<file path="src/rtl/mux_rr_arbiter_if.sv">
// Requester and output-channel bundle for mux_rr_arbiter.
// slave is the arbiter side, master is the producer/consumer side.
interface mux_rr_arbiter_if #(
   parameter int NR_REQ   = 4,
   parameter int DATA_LEN = 32,
   parameter int SEL_LEN  = 2
);
   logic [NR_REQ-1:0]          req_valid;
   logic [NR_REQ-1:0]          req_last;
   logic [NR_REQ*DATA_LEN-1:0] req_data;
   logic [NR_REQ-1:0]          req_ready;
   logic                       out_valid;
   logic                       out_last;
   logic [DATA_LEN-1:0]        out_data;
   logic [SEL_LEN-1:0]         out_sel;
   logic                       out_ready;
   logic                       busy;

   modport slave (
      input  req_valid, req_last, req_data, out_ready,
      output req_ready, out_valid, out_last, out_data,
      output out_sel, busy
   );

   modport master (
      output req_valid, req_last, req_data, out_ready,
      input  req_ready, out_valid, out_last, out_data,
      input  out_sel, busy
   );
endinterface

</file>
<file path="src/rtl/mux_rr_arbiter.sv">
// Round-robin packet arbiter: grant held from first beat to last,
// accepted beats pass through a one-entry registered output stage.
module mux_rr_arbiter #(
   parameter int NR_REQ   = 4,
   parameter int DATA_LEN = 32,
   parameter int SEL_LEN  = 2
) (
   input logic             clk,
   input logic             rst_n,
   mux_rr_arbiter_if.slave bus
);
   typedef enum logic {IDLE, LOCK} state_e;

   state_e              state_q, state_d;
   logic [SEL_LEN-1:0]  grant_sel_q, grant_sel_d;
   logic [SEL_LEN-1:0]  ptr_q, ptr_d;
   logic                buf_valid_q, buf_valid_d;
   logic                buf_last_q, buf_last_d;
   logic [DATA_LEN-1:0] buf_data_q, buf_data_d;
   logic [SEL_LEN-1:0]  buf_sel_q, buf_sel_d;

   logic [NR_REQ-1:0]   rot;
   logic [SEL_LEN-1:0]  pick;
   logic                pick_ok;
   int                  pick_sum;
   logic                mux_valid;
   logic                mux_last;
   logic [DATA_LEN-1:0] mux_data;
   logic                slot_free;
   logic                acc;
   logic [NR_REQ-1:0]   ready;

   // rot[k] is the request at ptr+k, so the lowest set k wins
   always_comb begin
      rot      = NR_REQ'({bus.req_valid, bus.req_valid} >> ptr_q);
      pick     = '0;
      pick_sum = 0;
      pick_ok  = |bus.req_valid;
      for (int k = NR_REQ - 1; k >= 0; k--) begin
         if (rot[k]) begin
            pick_sum = int'(ptr_q) + k;
            if (pick_sum >= NR_REQ) begin
               pick_sum = pick_sum - NR_REQ;
            end
            pick = SEL_LEN'(pick_sum);
         end
      end
   end

   always_comb begin
      mux_valid = 1'b0;
      mux_last  = 1'b0;
      mux_data  = '0;
      for (int n = 0; n < NR_REQ; n++) begin
         if (grant_sel_q == SEL_LEN'(n)) begin
            mux_valid = bus.req_valid[n];
            mux_last  = bus.req_last[n];
            mux_data  = bus.req_data[n*DATA_LEN +: DATA_LEN];
         end
      end
   end

   assign slot_free = !buf_valid_q || bus.out_ready;

   always_comb begin
      ready = '0;
      for (int n = 0; n < NR_REQ; n++) begin
         ready[n] = (state_q == LOCK) &&
                    (grant_sel_q == SEL_LEN'(n)) &&
                    slot_free;
      end
   end

   assign acc = (state_q == LOCK) && mux_valid && slot_free;

   always_comb begin
      state_d     = state_q;
      grant_sel_d = grant_sel_q;
      ptr_d       = ptr_q;
      unique case (state_q)
         IDLE: begin
            if (pick_ok) begin
               grant_sel_d = pick;
               state_d     = LOCK;
            end
         end
         LOCK: begin
            if (acc && mux_last) begin
               state_d = IDLE;
               if (grant_sel_q == SEL_LEN'(NR_REQ - 1)) begin
                  ptr_d = '0;
               end else begin
                  ptr_d = grant_sel_q + 1'b1;
               end
            end
         end
      endcase
   end

   // a new beat may overwrite one that drains this same cycle
   always_comb begin
      buf_valid_d = buf_valid_q;
      buf_last_d  = buf_last_q;
      buf_data_d  = buf_data_q;
      buf_sel_d   = buf_sel_q;
      if (acc) begin
         buf_valid_d = 1'b1;
         buf_last_d  = mux_last;
         buf_data_d  = mux_data;
         buf_sel_d   = grant_sel_q;
      end else if (buf_valid_q && bus.out_ready) begin
         buf_valid_d = 1'b0;
      end
   end

   always_ff @(posedge clk or negedge rst_n) begin
      if (!rst_n) begin
         state_q     <= IDLE;
         grant_sel_q <= '0;
         ptr_q       <= '0;
         buf_valid_q <= 1'b0;
         buf_last_q  <= 1'b0;
         buf_data_q  <= '0;
         buf_sel_q   <= '0;
      end else begin
         state_q     <= state_d;
         grant_sel_q <= grant_sel_d;
         ptr_q       <= ptr_d;
         buf_valid_q <= buf_valid_d;
         buf_last_q  <= buf_last_d;
         buf_data_q  <= buf_data_d;
         buf_sel_q   <= buf_sel_d;
      end
   end

   assign bus.req_ready = ready;
   assign bus.out_valid = buf_valid_q;
   assign bus.out_last  = buf_last_q;
   assign bus.out_data  = buf_data_q;
   assign bus.out_sel   = buf_sel_q;
   assign bus.busy      = (state_q == LOCK);
endmodule
</file>
<file path="src/flat_wrapper.sv">
// flat-port wrapper written by rule: the top's interface ports become plain ports
module mux_rr_arbiter_flat 
#(
   parameter int NR_REQ   = 4,
   parameter int DATA_LEN = 32,
   parameter int SEL_LEN  = 2
)
  (clk, rst_n, bus_req_valid, bus_req_last, bus_req_data, bus_out_ready, bus_req_ready, bus_out_valid, bus_out_last, bus_out_data, bus_out_sel, bus_busy);
  mux_rr_arbiter_if #(.NR_REQ(NR_REQ), .DATA_LEN(DATA_LEN), .SEL_LEN(SEL_LEN)) bus_i ();
  input logic clk;
  input logic rst_n;
  input wire logic [$bits(bus_i.req_valid)-1:0] bus_req_valid;
  input wire logic [$bits(bus_i.req_last)-1:0] bus_req_last;
  input wire logic [$bits(bus_i.req_data)-1:0] bus_req_data;
  input wire logic [$bits(bus_i.out_ready)-1:0] bus_out_ready;
  output wire logic [$bits(bus_i.req_ready)-1:0] bus_req_ready;
  output wire logic [$bits(bus_i.out_valid)-1:0] bus_out_valid;
  output wire logic [$bits(bus_i.out_last)-1:0] bus_out_last;
  output wire logic [$bits(bus_i.out_data)-1:0] bus_out_data;
  output wire logic [$bits(bus_i.out_sel)-1:0] bus_out_sel;
  output wire logic [$bits(bus_i.busy)-1:0] bus_busy;
  assign bus_i.req_valid = bus_req_valid;
  assign bus_i.req_last = bus_req_last;
  assign bus_i.req_data = bus_req_data;
  assign bus_i.out_ready = bus_out_ready;
  assign bus_req_ready = bus_i.req_ready;
  assign bus_out_valid = bus_i.out_valid;
  assign bus_out_last = bus_i.out_last;
  assign bus_out_data = bus_i.out_data;
  assign bus_out_sel = bus_i.out_sel;
  assign bus_busy = bus_i.busy;
  mux_rr_arbiter #(.NR_REQ(NR_REQ), .DATA_LEN(DATA_LEN), .SEL_LEN(SEL_LEN)) u_core (.clk(clk), .rst_n(rst_n), .bus(bus_i));
endmodule
</file>
<file path="config.mk">
export PLATFORM = sky130hd
export DESIGN_NAME = mux_rr_arbiter_flat
export DESIGN_NICKNAME = d
export VERILOG_FILES = /design/src/rtl/mux_rr_arbiter_if.sv /design/src/rtl/mux_rr_arbiter.sv /design/src/flat_wrapper.sv
export SDC_FILE = /design/constraint.sdc
export NUM_CORES = 1
export LEC_CHECK = 0
export CORE_UTILIZATION = 35
export CTS_BUF_LIST = sky130_fd_sc_hd__clkbuf_4 sky130_fd_sc_hd__clkbuf_8
export DETAILED_ROUTE_END_ITERATION = 10
export MAX_ROUTING_LAYER = met4
export PLACE_DENSITY_LB_ADDON = 0.3
export SETUP_SLACK_MARGIN = 0.05
export SLEW_MARGIN = 20
export SYNTH_ARGS = -nofsm -noshare
export SYNTH_HDL_FRONTEND = slang
export SYNTH_SLANG_ARGS = --single-unit
</file>
<file path="constraint.sdc">
create_clock -name clk -period 1.9 [get_ports clk]
set_clock_uncertainty 0.05 [all_clocks]
set_input_delay 0.38 -clock clk [delete_from_list [all_inputs] [get_ports clk]]
set_output_delay 0.38 -clock clk [all_outputs]
set_load 0.05 [all_outputs]
</file>
* Word level (Yosys, flattened, before mapping)
Index checks and enable logic that the tools add are counted.
** Cells by class
- Add/sub/neg operators :: 8
- $lt $le $gt $ge :: 4
- Equality and inequality tests :: 3
- Shift-type cells :: 1
- Multiplexer cells :: 26
- Bitwise logic cells :: 1
- Reduce and logical (&&, ||, !) cells :: 19
** Operators by type and width (number)
- 32-bit 2-to-1 mux :: 4
- 2-bit 2-to-1 mux :: 9
- 1-bit logical AND :: 12
- 1-bit 2-to-1 mux :: 12
- 3-bit greater-or-equal comparator, second input constant :: 3
- 8-bit by 2-bit >> shifter with 4-bit output :: 1
- 2-bit by 1-bit subtractor with 2-bit output, second input constant :: 4
- 2-bit by 2-bit adder with 3-bit output, second input constant :: 2
- 2-bit equality test, second input constant :: 2
- 2-bit AND reduction :: 2
- 4-bit OR reduction :: 1
- 2-bit by 1-bit adder with 3-bit output, second input constant :: 1
- 2-bit by 3-bit greater-or-equal comparator with 1-bit output, second input constant :: 1
- 2-bit by 1-bit adder with 2-bit output, second input constant :: 1
- 2-bit by 1-bit equality test with 1-bit output, second input constant :: 1
- 2-bit zero test :: 1
- 1-bit one-hot mux with 2 select lines :: 1
- 2-bit nonzero test :: 1
- 1-bit zero test :: 1
- 1-bit logical OR :: 1
- 1-bit inverter :: 1
** Word-level totals
- Register bits after elaboration :: 41
- Input bits :: 139
- Output and inout bits :: 41
- Word-level logic and storage cells :: 69

* Longest topological paths before layout
Gate-level depths: netlist (run 1).
- Word-level depth :: 10
- Mapped depth :: 9
- Gate-level depth less buffers :: 6

* Worst setup path after synthesis (run 1)
OpenSTA, ideal clock, no wires.
- Path kind :: reg2out
- Start point :: register u_core.grant_sel_q[0]
- End point :: output bus_req_ready[2]
- Arrival :: 1.627 ns
- Required time :: 1.470 ns
- Path slack :: -0.157 ns
- Cell stages (with the launch flop) :: 6
- Path buffers :: 2
- Cells stage by stage :: dfrtp_1 -> inv_1 -> ha_1 -> buf_2 -> buf_2 -> and3_1
** Between the ends
- Cells in the longest elaborated chain, start to end :: 3
** RTL lines
- start: declaration :: RTL line mux_rr_arbiter.sv:15 : logic [SEL_LEN-1:0] grant_sel_q, grant_sel_d;
- start signal: assignment :: RTL line mux_rr_arbiter.sv:127 : grant_sel_q <= grant_sel_d;
- 2-bit equality test :: RTL line mux_rr_arbiter.sv:69 : (grant_sel_q == SEL_LEN'(n)) &&
- 1-bit logical AND :: RTL line mux_rr_arbiter.sv:68 : ready[n] = (state_q == LOCK) &&
- 1-bit logical AND :: RTL line mux_rr_arbiter.sv:69
- end: declaration :: RTL line flat_wrapper.sv:16 : output wire logic [$bits(bus_i.req_ready)-1:0] bus_req_ready;
No other way between the ends.

* Worst setup path after layout (run 1)
- Start point :: register u_core.grant_sel_q[0]
- End point :: register u_core.buf_data_q[31], in the netlist u_core.bus.out_data[31]
** Between the ends
- Cells in the longest elaborated chain, start to end :: 7
- Elaborated cells on any way between the ends :: 14
- Classes of those cells :: eq/ne (3); mux (8); reduce/logical (3)
** RTL lines
- 2-bit zero test :: RTL line mux_rr_arbiter.sv:55 : if (grant_sel_q == SEL_LEN'(n)) begin
- 1-bit 2-to-1 mux (4 in series) :: RTL line mux_rr_arbiter.sv:55
- 1-bit logical AND (2 in series) :: RTL line mux_rr_arbiter.sv:74 : assign acc = (state_q == LOCK) && mux_valid && slot_free;
- end signal: assignment :: RTL line mux_rr_arbiter.sv:131 : buf_data_q <= buf_data_d;
- end: declaration :: RTL line mux_rr_arbiter.sv:19 : logic [DATA_LEN-1:0] buf_data_q, buf_data_d;
Parallel ways exist; a longest one is shown, timed or not.
A chain may end at the register's enable or synchronous reset.

==> impl_metrics.py, run 1 <==
metrics = {
    "status": {
        "outcome": "complete, but fails checks",
        "violations": "setup timing",
    },
    "synthesis": {
        "synth_area_um2": 3040,
        "synth-async-reset-ratio": 1.00,
        "syn_inst": 343,
        "ys_seq_area_frac": 0.338,
        "ys_seq_elements": 41,
        "synth_area_leaders": "dfrtp_1 34%, mux2_4 14%, a21oi_1 11%",
        "yosysUniqueCellTypes": 31,
        "synth_fp_nets": 486,
        "ys_warn_count": 0,
        "synth-edff-count": 0,
        "synth_commonest_cells": "68 x a21oi_1, 41 x dfrtp_1, 39 x inv_1, 35 x nand2_1, 34 x o21ai_0",
        "avgSynthCellArea_um2": 8.86,
        "synth_ff_type": "dfrtp_1",
        "yosys.cell_count.top_type": "a21oi_1",
        "yosysTopAreaCell": "dfrtp_1",
        "synth_top_area_frac": 0.338,
    },
    "floorplanning": {
        "die_w_um": 95.2,
        "die_h_um": 95.2,
        "start_util": 0.366,
        "io-pin-count": 180,
        "die-area_um2": 9060,
        "core.rowCount": 33,
        "core-area_um2": 8300,
    },
    "placement": {
        "dpl_worst_slack_ps": -381,
        "place_inst": 626,
        "place.gp.congestion": 0.816,
        "dp_hpwl_um": 7720,
        "portBuffers": 179,
    },
    "hold_path": {
        "worst_hold_path_type": "primary input to asynchronous set/reset pin",
    },
    "global_routing": {
        "grt_use_total": 0.238,
        "grt_pass1_wl_um": 16000,
        "first_global_vias": 3197,
        "grt_max_degree": 41,
        "grt-ovfl-total": 0,
        "antenna_found_initial": 0,
    },
    "cells_and_area": {
        "fin_nets": 688,
        "regArea_um2": 1030,
        "diodes": 0,
        "drive_gt1_frac": 0.278,
        "fin_cells": 651,
        "multi_input_area_um2": 1790,
        "area_growth_pct": 81.1,
        "fill_cells": 693,
    },
    "worst_setup_path": {
        "ff2ff_path_depth": 6,
        "end_kind": "register",
        "r2r-end": "u_core.bus.out_data[31]$_DFFE_PN0P_",
        "arrival_ps": 2220,
        "crit_path_max_fanout": 11,
        "rr_startpoint": "u_core.grant_sel_q[0]$_DFFE_PN0P_",
        "r2r_setup_slack_ps": -190,
        "crit_path_start_kind": "register",
        "worstPathRequired_ps": 2040,
        "path_class": "register to register",
    },
    "clock_network": {
        "root_buffer": "clkbuf_8",
        "clkTransAtPathRegs_ps": 90,
        "cts_tree": "built",
        "clk_path_buf_depth": 2,
        "clock_sink_count": 41,
        "htreeDepth": 2,
        "insertion_delay_ps": 300,
        "cts-buffers-inserted": 5,
    },
    "sta": {
        "slew_headroom": 0.549,
        "fmax_ghz": 0.479,
        "period_needed_ps": 2090,
        "rsz0062_at_grt": "yes",
        "finalSetupViolations": 40,
        "drv_slew": 0,
        "worstMarginPinSlew_ps": 676,
        "period_share": 1.10,
        "hold_viol": 0,
        "fin_ws_ps": -186,
    },
    "route": {
        "drt-initial-drc-count": 158,
        "drtAntennaViolNets": 0,
        "wire_per_inst_um": 16.8,
        "drt_wl_total_um": 10900,
        "drc": 0,
        "via_per_inst": 5.06,
        "vias": 3291,
        "drt_pass1_iterations": 4,
    },
    "pwr": {
        "switchingPower_uw": 4510,
        "leakage_uw": 0.00253,
        "internal_power_uw": 5380,
        "ir_worst_vdd_mv": 1.05,
        "p_comb_frac": 0.772,
        "sequentialPowerShare": 0.165,
        "swShare": 0.456,
        "p_clk_frac": 0.062,
        "cellPowerDensity_nw_per_um2": 1800,
    },
    "job": {
        "maxCapViolations": 0,
    },
}
## routing by layer
layer | part of all wire | vias up | global-route usage
met5 | 0 | - | -
met3 | 0.055 | 9 | 0.0455
met1 | 0.40 | 1576 | 0.267
met2 | 0.53 | 92 | 0.435
met4 | 0.012 | 0 | 0.0530
li1 | - | 1614 | -
## power by group through the flow
| stage | Sequential (uW) | Combinational, uW | Clock, uW |
|---|---|---|---|
| after floorplan | 2860 | 3520 | 0 |
| after global placement | 1600 | 6630 | 0 |
| final | 1630 | 7640 | 618 |
| after CTS | 1620 | 7270 | 620 |
| after global routing | 1680 | 8100 | 656 |
| after detailed placement | 1600 | 6770 | 0 |
## through the flow
stage | area [um^2] | setup TNS [ps] | hold slack (ps) | total power, uW | utilization
floorplan | 3090 | -1290 | 34.4 | 6380 | -
global placement | 5040 | -9970 | 391 | 8230 | 0.608
detailed placement | 5040 | -11390 | 396 | 8370 | 0.608
CTS | 5350 | -4350 | 75.0 | 9510 | 0.645
global route | 5500 | -6990 | 114 | 10400 | 0.663
finish | 5500 | -5700 | 67.4 | 9890 | 0.663
## cells by family after synthesis
group,count (synthesis),share of synthesized area
flip-flops,41,0.338
multiplexers,37,0.171
AO/OA/AOI/OAI,145,0.297
buffers and inverters,69,0.112
AND/OR/NAND/NOR,47,0.0659
adder cells (fa/ha/maj),4,0.0165
## sequential cells by signal, summed over array words and instances (netlist names)
register,flops
u_core.bus.busy,1
u_core.ptr_q,2
u_core.bus.out_sel,2
u_core.bus.out_data,32
u_core.grant_sel_q,2
u_core.bus.out_last,1
u_core.bus.out_valid,1
## what timing repair did
| item | CTS | global route |
|---|---|---|
| gates resized for setup | 26 | 6 |
| endpoints found under the setup margin | 41 | 41 |
| hold buffers | 0 | 0 |
| pin swaps | 5 | 3 |
| gates cloned | 2 | 2 |
| buffers inserted | 5 | 8 |
## cells in the final DEF, fill, tap and decap left out, drive strengths merged, types with 2 or more instances in the layout
| master | synthesis | final |
|---|---|---|
| o21ai | 35 | 35 |
| and3 | 5 | 5 |
| clkdlybuf4s50 | 0 | 137 |
| inv | 39 | 39 |
| a21oi | 68 | 68 |
| nor2 | 3 | 3 |
| mux2 | 36 | 36 |
| a22o | 32 | 32 |
| buf | 17 | 85 |
| clkinv | 0 | 2 |
| dfrtp | 41 | 41 |
| ha | 4 | 4 |
| clkbuf | 13 | 8 |
| nand2 | 35 | 35 |
| a221oi | 2 | 2 |
## final cells by class
type,count,area share
timing repair buffer,225,0.418
multi-input combinational,233,0.326
sequential,41,0.187
inverter,39,0.0275
tap,105,0.0239
clock buffer,6,0.0150
clock inverter,2,0.00250
## critical path, stage by stage (launching register included)
cell      delay (ps)
dfrtp_2          450
buf_12           140
ha_4             190
a221oi_4         300
and3_4           330
buf_12           180
mux2_4           320
## worst max path at each step
stage	slack (ps)	cells past startpoint	endpoint	startpoint
global route	-210	6	u_core.bus.out_data[31]$_DFFE_PN0P_	u_core.grant_sel_q[0]$_DFFE_PN0P_
detailed placement	-380	6	u_core.bus.out_data[5]$_DFFE_PN0P_	bus_req_valid[3]
global placement	-330	6	u_core.bus.out_data[3]$_DFFE_PN0P_	bus_req_valid[3]
floorplan	-50	7	u_core.bus.out_data[10]$_DFFE_PN0P_	u_core.grant_sel_q[1]$_DFFE_PN0P_
CTS	-160	5	bus_req_ready[0]	u_core.grant_sel_q[1]$_DFFE_PN0P_
finish	-190	6	u_core.bus.out_data[31]$_DFFE_PN0P_	u_core.grant_sel_q[0]$_DFFE_PN0P_
Power figures use the tool's default switching activity.
==> inputs of run 2 (changes only) <==
--- a/config.mk
+++ b/config.mk
@@ -9,7 +9,7 @@
 export CTS_BUF_LIST = sky130_fd_sc_hd__clkbuf_4 sky130_fd_sc_hd__clkbuf_8
 export DETAILED_ROUTE_END_ITERATION = 10
 export MAX_ROUTING_LAYER = met4
-export PLACE_DENSITY_LB_ADDON = 0.3
+export PLACE_DENSITY_LB_ADDON = 0.25
 export SETUP_SLACK_MARGIN = 0.05
 export SLEW_MARGIN = 20
 export SYNTH_ARGS = -nofsm -noshare
==> impl_metrics.py, run 2 (synthesis results as in run 1) <==
metrics = {
    "clock_network": {
        "clk_path_buf_depth": 2,
        "htreeDepth": 2,
        "clock_sink_count": 41,
        "cts_tree": "built",
        "cts-buffers-inserted": 5,
        "clkTransAtPathRegs_ps": 80,
        "root_buffer": "clkbuf_8",
        "insertion_delay_ps": 290,
    },
    "sta": {
        "drv_slew": 0,
        "finalSetupViolations": 38,
        "whs_ps": 467,
        "slew_headroom": 0.690,
        "rsz0062_at_grt": "yes",
        "fmax_ghz": 0.498,
        "fin_ws_ps": -107,
        "period_needed_ps": 2010,
        "period_share": 1.06,
        "worstMarginPinSlew_ps": 465,
        "hold_viol": 0,
    },
    "worst_setup_path": {
        "cp.buffers_inverters": 3,
        "slowest_stage": "dfrtp_2",
        "rr_startpoint": "u_core.grant_sel_q[0]$_DFFE_PN0P_",
        "end_kind": "register",
        "crit_path_max_fanout": 13,
        "arrival_ps": 2130,
        "crit_path_max_incr_delay_ps": 450,
        "worstPathRequired_ps": 2030,
        "crit_family": "flip-flops",
        "cp_cell_sequence": "inv_4, ha_4, buf_6, a221oi_4, and3_4, buf_12, mux2_4",
        "path_class": "register to register",
        "r2r_setup_slack_ps": -110,
        "r2r-end": "u_core.bus.out_data[22]$_DFFE_PN0P_",
        "crit_path_start_kind": "register",
        "ff2ff_path_depth": 7,
    },
    "pwr": {
        "leakage_uw": 0.00248,
        "power.total_uw": 9470,
        "cellPowerDensity_nw_per_um2": 1760,
        "ir_worst_vdd_mv": 1.10,
    },
    "global_routing": {
        "grt_pass1_wl_um": 15200,
        "grt_use_total": 0.225,
        "first_global_vias": 3101,
        "grt_max_degree": 47,
        "grt-ovfl-total": 0,
        "antenna_found_initial": 0,
    },
    "placement": {
        "place.gp.congestion": 0.773,
        "dp_hpwl_um": 7300,
        "dpl_worst_slack_ps": -419,
        "portBuffers": 179,
    },
    "cells_and_area": {
        "mostFrequentLayoutCells": "137 x clkdlybuf4s50_1, 68 x a21oi_1, 66 x buf_4",
        "final_common_cell": "clkdlybuf4s50_1",
        "largest_reg_flops": 32,
        "drive_gt1_frac": 0.272,
        "area_growth_pct": 77.2,
        "fin_nets": 683,
        "fin_util": 0.649,
        "diodes": 0,
    },
    "route": {
        "drt_wl_total_um": 10100,
        "via_per_inst": 5.00,
        "drc": 0,
        "drtAntennaViolNets": 0,
        "vias": 3229,
        "wire_per_inst_um": 15.6,
        "drt_pass1_iterations": 4,
        "drt-initial-drc-count": 139,
    },
    "hold_path": {
        "worst_hold_path_type": "register to register",
        "holdPathEnd": "u_core.bus.out_data[26]$_DFFE_PN0P_",
        "hold-path-cell-count": 1,
        "hp-start": "u_core.bus.out_data[26]$_DFFE_PN0P_",
    },
    "floorplanning": {
        "die-area_um2": 9060,
        "core-area_um2": 8300,
        "core.rowCount": 33,
        "die_w_um": 95.2,
        "io-pin-count": 180,
        "die_h_um": 95.2,
        "start_util": 0.366,
    },
    "job": {
        "maxCapViolations": 0,
    },
    "status": {
        "outcome": "complete, but fails checks",
        "violations": "setup timing",
    },
}
[run 2: repair_timing]
action	in CTS	in global routing
setup buffers	9	0
resized for setup	33	1
setup endpoints to repair	41	42
cloned	2	0
pin swaps	5	2
endpoints found under the hold margin	13	0
hold buffers	1	0
[run 2: worst register-to-register path, cell delays in order, from the launching register on]
cell and delay, ps:
dfrtp_2 450, inv_4 70, ha_4 170, buf_6 120, a221oi_4 220, and3_4 300
buf_12 190, mux2_4 320
[run 2: worst max-delay path by stage]
stage	end	from	slack [ps]	depth (start not counted)
6_report	u_core.bus.out_data[22]$_DFFE_PN0P_	u_core.grant_sel_q[0]$_DFFE_PN0P_	-110	7
5_1_grt	u_core.bus.out_data[6]$_DFFE_PN0P_	u_core.grant_sel_q[0]$_DFFE_PN0P_	-210	7
4_1_cts	u_core.bus.out_data[6]$_DFFE_PN0P_	u_core.grant_sel_q[0]$_DFFE_PN0P_	-120	7
3_5_place_dp	u_core.bus.out_data[2]$_DFFE_PN0P_	bus_req_valid[3]	-420	6
3_3_place_gp	u_core.bus.out_data[3]$_DFFE_PN0P_	bus_req_valid[3]	-380	6
2_1_floorplan	u_core.bus.out_data[10]$_DFFE_PN0P_	u_core.grant_sel_q[1]$_DFFE_PN0P_	-50	7
[run 2: final cells by class]
class	instances	area (um^2)
multi-input cells	233	1800
flip-flops and latches	41	1030
inverters	39	151
clock buffers	6	76.3
repair buffers	220	2190
well taps	105	131
fillers	678	2920
clock inverters	2	10.0
[run 2: stage by stage]
stage	std cells	setup TNS, ps	area (um^2)
global placement	626	-12190	5020
global route	646	-6920	5380
CTS	646	-3150	5380
detailed placement	626	-13580	5020
floorplan	343	-1290	3090
finish	646	-3060	5380
[run 2: layer usage]
| layer | track usage | vias up | wire length (um) |
|---|---|---|---|
| li1 | - | 1599 | - |
| met1 | 0.271 | 1514 | 4140 |
| met2 | 0.392 | 106 | 5180 |
| met3 | 0.0367 | 10 | 622 |
| met4 | 0.0492 | 0 | 108 |
| met5 | - | - | 0 |
[run 2: report_power, final]
group	total (uW)	switching, uW	internal [uW]
Sequential	1620	304	1320
Combinational	7270	3710	3560
Clock	576	306	269
Total	9470	4320	5150
==> inputs of run 3 (changes only) <==
--- a/config.mk
+++ b/config.mk
@@ -5,13 +5,14 @@
 export SDC_FILE = /design/constraint.sdc
 export NUM_CORES = 1
 export LEC_CHECK = 0
+export ABC_CLOCK_PERIOD_IN_PS = 1900
+export CORE_ASPECT_RATIO = 1.2
 export CORE_UTILIZATION = 35
 export CTS_BUF_LIST = sky130_fd_sc_hd__clkbuf_4 sky130_fd_sc_hd__clkbuf_8
 export DETAILED_ROUTE_END_ITERATION = 10
 export MAX_ROUTING_LAYER = met4
 export PLACE_DENSITY_LB_ADDON = 0.25
 export SETUP_SLACK_MARGIN = 0.05
-export SLEW_MARGIN = 20
 export SYNTH_ARGS = -nofsm -noshare
 export SYNTH_HDL_FRONTEND = slang
 export SYNTH_SLANG_ARGS = --single-unit
==> impl_metrics.py, run 3 (synthesis results as in run 1) <==
metrics = {
    "pwr": {
        "sequentialPowerShare": 0.162,
        "internal_power_uw": 5510,
        "p_comb_frac": 0.777,
        "ir_worst_vdd_mv": 1.36,
        "leakage_uw": 0.00254,
        "swShare": 0.450,
        "switchingPower_uw": 4520,
        "p_clk_frac": 0.061,
        "cellPowerDensity_nw_per_um2": 1820,
    },
    "route": {
        "vias": 3324,
        "drt_wl_total_um": 10600,
        "drt-initial-drc-count": 86,
        "wire_per_inst_um": 16.0,
        "drtAntennaViolNets": 0,
        "drt_pass1_iterations": 4,
        "via_per_inst": 5.03,
        "drc": 0,
    },
    "cells_and_area": {
        "largest_reg_flops": 32,
        "fin_cells": 661,
        "mostFrequentLayoutCells": "137 x clkdlybuf4s50_1, 68 x a21oi_1, 65 x buf_4",
        "diodes": 0,
        "multi_input_area_um2": 1800,
        "area_growth_pct": 81.8,
        "fin_util": 0.666,
        "fill_cells": 675,
        "regArea_um2": 1030,
        "drive_gt1_frac": 0.283,
        "final_common_cell": "clkdlybuf4s50_1",
        "fin_nets": 689,
    },
    "clock_network": {
        "cts-buffers-inserted": 5,
        "clk_path_buf_depth": 2,
        "clkTransAtPathRegs_ps": 90,
        "clock_sink_count": 41,
        "root_buffer": "clkbuf_8",
        "insertion_delay_ps": 290,
        "cts_tree": "built",
        "htreeDepth": 2,
    },
    "floorplanning": {
        "die_w_um": 87.0,
        "core.rowCount": 36,
        "die-area_um2": 9060,
        "core-area_um2": 8290,
        "die_h_um": 104,
        "start_util": 0.367,
        "io-pin-count": 180,
    },
    "worst_setup_path": {
        "crit_path_start_kind": "register",
        "slowest_stage": "dfrtp_2",
        "crit_path_max_fanout": 7,
        "crit_family": "compound AO/OA/AOI/OAI gates",
        "arrival_ps": 2180,
        "crit_path_max_incr_delay_ps": 470,
        "end_kind": "register",
        "cp_cell_sequence": "buf_6, ha_4, nand3b_1, a221oi_2, o2111ai_2, mux2_2",
        "path_class": "register to register",
        "cp.buffers_inverters": 1,
        "worstPathRequired_ps": 2030,
    },
    "global_routing": {
        "grt_pass1_wl_um": 16100,
        "grt-ovfl-total": 0,
        "grt_max_degree": 42,
        "grt_use_total": 0.233,
        "antenna_found_initial": 0,
        "first_global_vias": 3310,
    },
    "sta": {
        "fin_tns_setup_ps": -4540,
        "slew_headroom": 0.618,
        "rsz0062_at_grt": "yes",
        "hold_viol": 0,
        "worstMarginPinSlew_ps": 572,
        "period_needed_ps": 2050,
        "fmax_ghz": 0.489,
        "period_share": 1.08,
        "whs_ps": 20.9,
        "drv_slew": 0,
        "finalSetupViolations": 40,
        "fin_ws_ps": -145,
    },
    "status": {
        "outcome": "complete, but fails checks",
        "violations": "setup timing",
    },
    "job": {
        "maxCapViolations": 0,
    },
    "hold_path": {
        "worst_hold_path_type": "primary input to asynchronous set/reset pin",
    },
    "placement": {
        "portBuffers": 179,
        "place_inst": 634,
        "place.gp.congestion": 0.862,
        "dpl_worst_slack_ps": -426,
        "dp_hpwl_um": 7370,
    },
}
## run 3: worst reg2reg max path: cells and delay by family, from the launching register on
| family | cells | cell delay (ps) |
|---|---|---|
| AOI/OAI and AO/OA | 2 | 570 |
| adders and majority gates | 1 | 180 |
| buffers and inverters | 1 | 150 |
| DFF | 1 | 470 |
| muxes | 1 | 320 |
| and+or+nand+nor | 1 | 190 |
## run 3: power groups by stage
stage	clock network (uW)	logic (uW)	registers, uW
5_1_grt	661	8250	1680
3_5_place_dp	0	6630	1590
4_1_cts	617	7550	1630
6_report	610	7790	1630
2_1_floorplan	0	3520	2860
3_3_place_gp	0	6510	1600
## run 3: final cells by class
| cell class | instances | area share |
|---|---|---|
| Clock buffer | 8 | 0.0165 |
| Tap cell | 114 | 0.0258 |
| Timing Repair Buffer | 226 | 0.417 |
| Sequential cell | 41 | 0.186 |
| Multi-Input combinational cell | 233 | 0.326 |
| Inverter | 39 | 0.0274 |
## run 3: worst paths after layout
kind                                                startpoint                             endpoint  slack [ps]  cells past startpoint
setup / recovery             u_core.grant_sel_q[0]$_DFFE_PN0P_          u_core.ptr_q[1]$_DFFE_PN0P_        -150                      6
hold / removal                                           rst_n            u_core.bus.busy$_DFF_PN0_          20                      1
setup reg to reg             u_core.grant_sel_q[0]$_DFFE_PN0P_          u_core.ptr_q[1]$_DFFE_PN0P_        -150                      6
hold reg to reg            u_core.bus.out_data[23]$_DFFE_PN0P_  u_core.bus.out_data[23]$_DFFE_PN0P_         470                      1
max in group asynchronous                                rst_n  u_core.bus.out_data[23]$_DFFE_PN0P_        1090                      2
min in group clk           u_core.bus.out_data[23]$_DFFE_PN0P_  u_core.bus.out_data[23]$_DFFE_PN0P_         470                      1
## run 3: timing repair
action | CTS | global route
pin swaps | 8 | 5
buffers inserted | 9 | 6
hold buffers | 0 | 0
gates cloned | 5 | 1
endpoints found under the setup margin | 42 | 42
gates resized for setup | 37 | 10
## run 3: stage by stage
| step | total power [uW] | area (um^2) |
|---|---|---|
| after floorplan | 6380 | 3090 |
| after CTS | 9790 | 5420 |
| after detailed placement | 8220 | 5010 |
| after global placement | 8110 | 5010 |
| final | 10000 | 5520 |
| after global routing | 10600 | 5520 |
## run 3: routing by layer
| metal | GRT usage | up-vias | part of all wire |
|---|---|---|---|
| li1 | - | 1616 | - |
| met1 | 0.259 | 1558 | 0.39 |
| met2 | 0.419 | 133 | 0.52 |
| met3 | 0.0492 | 17 | 0.067 |
| met4 | 0.0548 | 0 | 0.017 |
| met5 | - | - | 0 |
